**src/rtl/tx_gearbox.sv**
```systemverilog
// ---------------------------------------------------------------------------
// tx_gearbox
//   Transmit-side 66b -> 32b gearbox for the 64b/66b PCS. It accepts whole
//   66-bit blocks with the sync header in bits [1:0] and emits a continuous
//   32-bit word stream in serial order (bit 0 is sent first, on both sides).
//   The source is throttled with din_ready. At full rate the gearbox takes
//   16 blocks for every 33 output words.
//
// Ports
//   clk         in   1      TX clock, rising edge
//   rst_n       in   1      synchronous active-low reset
//   din         in   DSIZE  66-bit block, din[0] transmitted first
//   din_valid   in   1      din holds a block this cycle
//   din_ready   out  1      block taken this cycle when din_valid && din_ready
//   dout        out  OSIZE  output word, dout[0] transmitted first
//   dout_valid  out  1      dout holds a new word this cycle
//
// tx_gearbox_chk (same file) holds the run-time assertions on the fill count.
// ---------------------------------------------------------------------------
module tx_gearbox #(
  parameter int DSIZE = 66,
  parameter int OSIZE = 32
) (
  input  logic             clk,
  input  logic             rst_n,
  input  logic [DSIZE-1:0] din,
  input  logic             din_valid,
  output logic             din_ready,
  output logic [OSIZE-1:0] dout,
  output logic             dout_valid
);

  // The buffer must hold the largest post-shift residue (OSIZE-1 bits)
  // plus one fresh block.
  localparam int BSIZE = OSIZE + DSIZE - 1;
  localparam int CW    = 7;

  logic [BSIZE-1:0] buf_r;
  logic [CW-1:0]    cnt_r;
  logic [OSIZE-1:0] dout_r;
  logic             dout_valid_r;

  logic             out_s;
  logic             take_s;
  logic             din_ready_s;
  logic [BSIZE-1:0] buf_sh_s;
  logic [CW-1:0]    cnt_sh_s;
  logic [BSIZE-1:0] keep_mask_s;
  logic [BSIZE-1:0] buf_nxt_s;
  logic [CW-1:0]    cnt_nxt_s;

  // Ready only looks at the fill count and reset, never at din_valid.
  // Accepting below 2*OSIZE bounds the post-shift residue at OSIZE-1 bits.
  assign din_ready_s = rst_n && (cnt_r < CW'(2 * OSIZE));

  // Drain then append: a word leaves first, and any accepted block lands
  // directly above the bits that are left.
  always_comb begin
    out_s       = (cnt_r >= CW'(OSIZE));
    take_s      = din_valid && din_ready_s;
    buf_sh_s    = buf_r;
    cnt_sh_s    = cnt_r;
    keep_mask_s = {BSIZE{1'b0}};
    buf_nxt_s   = buf_r;
    cnt_nxt_s   = cnt_r;

    if (out_s) begin
      buf_sh_s = buf_r >> OSIZE;
      cnt_sh_s = cnt_r - CW'(OSIZE);
    end else begin
      buf_sh_s = buf_r;
      cnt_sh_s = cnt_r;
    end

    // Stale bits above the fill level are masked off. The new block is
    // OR-ed in there, so only the valid residue may survive.
    keep_mask_s = ~({BSIZE{1'b1}} << cnt_sh_s);

    if (take_s) begin
      buf_nxt_s = (buf_sh_s & keep_mask_s) | (BSIZE'(din) << cnt_sh_s);
      cnt_nxt_s = cnt_sh_s + CW'(DSIZE);
    end else begin
      buf_nxt_s = buf_sh_s;
      cnt_nxt_s = cnt_sh_s;
    end
  end

  // Buffer, fill count and output word registers. The reset clears
  // everything, so any bits already buffered are discarded.
  always_ff @(posedge clk) begin
    if (!rst_n) begin
      buf_r        <= {BSIZE{1'b0}};
      cnt_r        <= {CW{1'b0}};
      dout_r       <= {OSIZE{1'b0}};
      dout_valid_r <= 1'b0;
    end else begin
      buf_r        <= buf_nxt_s;
      cnt_r        <= cnt_nxt_s;
      dout_valid_r <= out_s;
      if (out_s) begin
        dout_r <= buf_r[OSIZE-1:0];
      end
    end
  end

  assign din_ready  = din_ready_s;
  assign dout       = dout_r;
  assign dout_valid = dout_valid_r;

  tx_gearbox_chk #(
    .OSIZE (OSIZE),
    .DSIZE (DSIZE),
    .CW    (CW)
  ) u_chk (
    .clk        (clk),
    .rst_n      (rst_n),
    .cnt        (cnt_r),
    .din_ready  (din_ready_s),
    .dout_valid (dout_valid_r)
  );

endmodule

// ---------------------------------------------------------------------------
// tx_gearbox_chk
//   Run-time assertions on the gearbox fill state. There is no logic output.
//
// Ports
//   clk         in  1   TX clock
//   rst_n       in  1   synchronous active-low reset
//   cnt         in  CW  fill count of the bit buffer
//   din_ready   in  1   ready as driven to the source
//   dout_valid  in  1   registered output-valid
// ---------------------------------------------------------------------------
module tx_gearbox_chk #(
  parameter int OSIZE = 32,
  parameter int DSIZE = 66,
  parameter int CW    = 7
) (
  input logic          clk,
  input logic          rst_n,
  input logic [CW-1:0] cnt,
  input logic          din_ready,
  input logic          dout_valid
);

  logic          was_out_r;
  logic          was_rst_r;

  // Remembers whether the previous edge emitted a word, so that the
  // dout_valid register can be checked against it.
  always_ff @(posedge clk) begin
    was_out_r <= rst_n && (cnt >= CW'(OSIZE));
    was_rst_r <= !rst_n;
  end

  // The buffer holds OSIZE+DSIZE-1 bits, and ready never goes high while
  // taking a block could overflow it.
  always_ff @(posedge clk) begin
    if (rst_n) begin
      assert (cnt <= CW'(OSIZE + DSIZE - 1));
      assert (!din_ready || (cnt < CW'(2 * OSIZE)));
      assert (was_rst_r || (dout_valid == was_out_r));
    end
  end

endmodule

```
**config.mk**
```make
export PLATFORM = sky130hd
export DESIGN_NAME = tx_gearbox
export DESIGN_NICKNAME = d
export VERILOG_FILES = /design/src/rtl/tx_gearbox.sv
export SDC_FILE = /design/constraint.sdc
export NUM_CORES = 1
export LEC_CHECK = 0
export BUFFER_PORTS_ARGS = -buffer_cell sky130_fd_sc_hd__buf_4
export CELL_PAD_IN_SITES_DETAIL_PLACEMENT = 1
export CELL_PAD_IN_SITES_GLOBAL_PLACEMENT = 1
export CORE_MARGIN = 4
export CORE_UTILIZATION = 23
export DETAILED_ROUTE_END_ITERATION = 16
export PLACE_DENSITY = 0.46
export SETUP_SLACK_MARGIN = 0.15
export SLEW_MARGIN = 20
export SYNTH_ARGS = -nofsm -noshare
export SYNTH_HDL_FRONTEND = slang
export SYNTH_HIERARCHICAL = 1
export SYNTH_SLANG_ARGS = --single-unit
```
**constraint.sdc**
```tcl
create_clock -name clk -period 2.2 [get_ports clk]
set_input_delay 0.44 -clock clk [delete_from_list [all_inputs] [get_ports clk]]
set_output_delay 0.44 -clock clk [all_outputs]
set_load 0.01 [all_outputs]
```
==> impl_metrics.json <==
{
  "multi_input_comb_area_sq_mm": 0.00553,
  "period_needed_ns": 2.03,
  "ant_nets": 0,
  "clock_skew_ns": 0.0132,
  "synth_top_family_by_area": "multiplexers",
  "fin_area_sq_mm": 0.0111,
  "track_usage_pct": 18.1,
  "cts.sinks": 136,
  "report.power.total_w": 0.00710,
  "finalCritPeriodShare_pct": 92.1,
  "hold_path_end": "buf_r[94]",
  "drt_iter0_markers": 439,
  "area_growth_pct": 28.0,
  "io_buffers": 102,
  "hold_start": "din[64]",
  "critical-path-max-stage-delay_ns": 0.52,
  "setup_viol": 0,
  "synth_ff_type": "dfxtp_1",
  "synth-seq-cells": 136,
  "dp_hpwl_microns": 28800,
  "cp_num_buf_inv": 2,
  "die_area_sq_mm": 0.0408,
  "synth_nets": 988,
  "start_util_pct": 23.5,
  "path_clk_slew_ns": 0.07,
  "num_io_pins": 103,
  "holdPathStages": 2,
  "slew_violations": 0,
  "drive_gt1_share_pct": 34.4,
  "die_width_microns": 202,
  "maxSlewHeadroom_pct": 58.5,
  "worstHoldPathType": "input pin to flop",
  "p_per_area_mw_per_mm2": 640,
  "drc_errors": 0,
  "worst_ep_required_time_ns": 2.52,
  "cts_hold_repair.buffers": 0,
  "cp_max_fo": 5,
  "worst-setup-path-type": "flop to flop",
  "vias_per_cell": 5.16,
  "status": "complete, no violations",
  "vias": 8024,
  "avgSynthCellArea_sq_um": 9.45,
  "worst_slack_ns": 0.174,
  "firstDrtPassIters": 5,
  "yosys.area.top_type_share_pct": 31.4,
  "clockRootBuffer": "clkbuf_16",
  "synthXorXnorAreaFrac_pct": 0.101,
  "yosys_warnings": 6,
  "std_cell_rows": 70,
  "grt_pass1_vias": 8130,
  "numCtsBuffers": 17,
  "grt_first_pass_wirelength_microns": 56600,
  "timing.rr.end": "buf_r[58]",
  "dpl_cell_area_sq_mm": 0.0104,
  "dp_cells": 1516,
  "leakage_nw": 4.05,
  "dp_slack_ns": 0.0943,
  "crit_chain": "buf_12, buf_4, mux4_2, mux2_4, and2_0, o311a_1",
  "irDropWorstVdd_mv": 0.389,
  "final.setup.tns_ns": 0,
  "crit_family": "multiplexers",
  "synthMuxAreaShare_pct": 31.1,
  "fillers": 4249,
  "clockBufferDepth": 2,
  "synth.area.top_cells": "dfxtp_1, mux4_2, mux2i_1, mux2_2, nand2_1",
  "worst-slew-pin-transition_ns": 0.605,
  "gp_congestion": 0.825,
  "diodes": 0,
  "cp_slowest_cell": "mux4_2",
  "timing.rr.start": "cnt_r[2]",
  "met2_wirelength_microns": 15900,
  "worst_setup_path_start_kind": "flop",
  "wl_per_cell_microns": 24.3,
  "h-tree-depth": 4,
  "synth_compound_area_share_pct": 18.4,
  "synth-simple-area-share_pct": 13.2,
  "synthArstFlopShare_pct": 0,
  "cap_violations": 0,
  "cp.arrival_ns": 2.35,
  "ff2ff_path_depth": 6,
  "core_area_sq_mm": 0.0369,
  "yosysSeqAreaShare_pct": 31.4,
  "yosys.cell_types.count": 66,
  "finalHoldViolations": 0,
  "insertion_delay_ns": 0.43,
  "synth-edff-count": 0,
  "postSynthCellCount": 916,
  "r2r_slack_ns": 0.17,
  "overflow": 0,
  "wirelength_microns": 37800,
  "m1WireLength_microns": 19700,
  "dr_wl_met3_microns": 1900,
  "rsz0062_at_grt": "true",
  "final_cells": 1556,
  "seq_area_sq_mm": 0.00274,
  "grt_max_degree": 50,
  "highest_layer": "met4",
  "syn_area_sq_mm": 0.00866,
  "synth_top_cell_by_area": "dfxtp_1",
  "nets": 1111,
  "synthAdderAreaFrac_pct": 0.434,
  "antenna_found_initial": 1,
  "clock.fmax_mhz": 494,
  "crit_path_end_kind": "flop",
  "tritoncts": "built",
  "die_h_microns": 202
}
-- stage by stage --
| step | hold WS, ns | utilization, % |
|---|---|---|
| 3_5_place_dp | 0.446 | 28.2 |
| 3_3_place_gp | 0.437 | 28.2 |
| 4_1_cts | 0.285 | 29.7 |
| 2_1_floorplan | 0.417 | - |
| 5_1_grt | 0.318 | 30.1 |
| 6_report | 0.291 | 30.1 |
-- registers in the layout, indices dropped and copies added, names as in the netlist --
name and count:
dout 32, cnt_r 6, dout_valid 1, buf_r 97
-- synthesized netlist by cell type (6+ instances only) --
cell and count:
mux2i_1 65, mux2_2 53, nor2_1 41, mux4_2 63, and3_1 8, a211oi_1 12
nand2_1 158, clkbuf_1 45, nor2b_1 10, nand3_1 11, buf_2 28, dfxtp_1 136
o21ai_0 34, a21oi_1 75, o311a_1 6, o21a_1 8, a31oi_1 7, and2_1 6
o221ai_1 16, a221oi_1 9, a22oi_1 13, buf_4 6
-- where the power goes --
part | internal, W | switching [W]
logic | 0.000775 | 0.000942
registers | 0.00259 | 0.000116
clock network | 0.00145 | 0.00123
-- layer usage --
metal  vias up  global-route usage [%]
li1       3698                       -
met1      4041                    28.5
met2       266                    26.6
met3        19                    2.63
met4         0                    2.88
met5         -                       0
-- cells in the final DEF (no fill, tap or decap), types with 6 or more instances in the layout --
| cell type | instances |
|---|---|
| clkbuf_16 | 18 |
| buf_4 | 175 |
| nand3_1 | 11 |
| and2_1 | 6 |
| nor2b_1 | 10 |
| o21ai_0 | 34 |
| o21a_1 | 8 |
| o311a_1 | 6 |
| mux4_2 | 63 |
| mux2_2 | 50 |
| a22oi_1 | 13 |
| a21oi_1 | 74 |
| o221ai_1 | 16 |
| dfxtp_1 | 131 |
| a31oi_1 | 7 |
| buf_12 | 12 |
| a221oi_1 | 9 |
| nor2_1 | 39 |
| and3_1 | 8 |
| mux2i_1 | 62 |
| a211oi_1 | 12 |
| nand2_1 | 158 |
-- what timing repair did --
action / 4_1_cts / 5_1_grt
setup endpoints to repair: 27 / 35
cloned: 0 / 1
buffers inserted: 3 / 4
gates resized for setup: 1 / 15
pin swaps: 0 / 1
-- how the worst max path moves through the flow --
stage | to | slack [ns] | start | cells after the start
after floorplan | buf_r[25] | 0.18 | cnt_r[2] | 10
after global placement | buf_r[14] | 0.1 | cnt_r[2] | 5
after detailed placement | buf_r[14] | 0.09 | cnt_r[2] | 5
after CTS | buf_r[69] | 0.15 | cnt_r[2] | 5
after global routing | buf_r[78] | 0.12 | cnt_r[3] | 5
final | buf_r[58] | 0.17 | cnt_r[2] | 6
-- worst reg2reg max path, cell delays in order, from the launching register on --
cell,delay (ns)
dfxtp_4,0.39
buf_12,0.13
buf_4,0.11
mux4_2,0.52
mux2_4,0.29
and2_0,0.16
o311a_1,0.32
-- cells by family (layout without fill, tap and decap cells) --
family | count (synthesis) | after routing
compound gates | 237 | 237
xor+xnor | 1 | 1
fa+ha+maj | 3 | 3
flops | 136 | 136
mux | 182 | 182
simple gates | 261 | 261
buf+inv | 96 | 232
-- layout make-up --
class	instances	share of cell area, %
Clock inverter	14	0.914
Multi-Input combinational cell	684	49.9
Inverter	8	0.271
Clock buffer	18	3.87
Sequential cell	136	24.7
Tap cell	504	5.69
Timing Repair Buffer	192	14.7
Note: power is estimated with default switching activity, not from simulation.
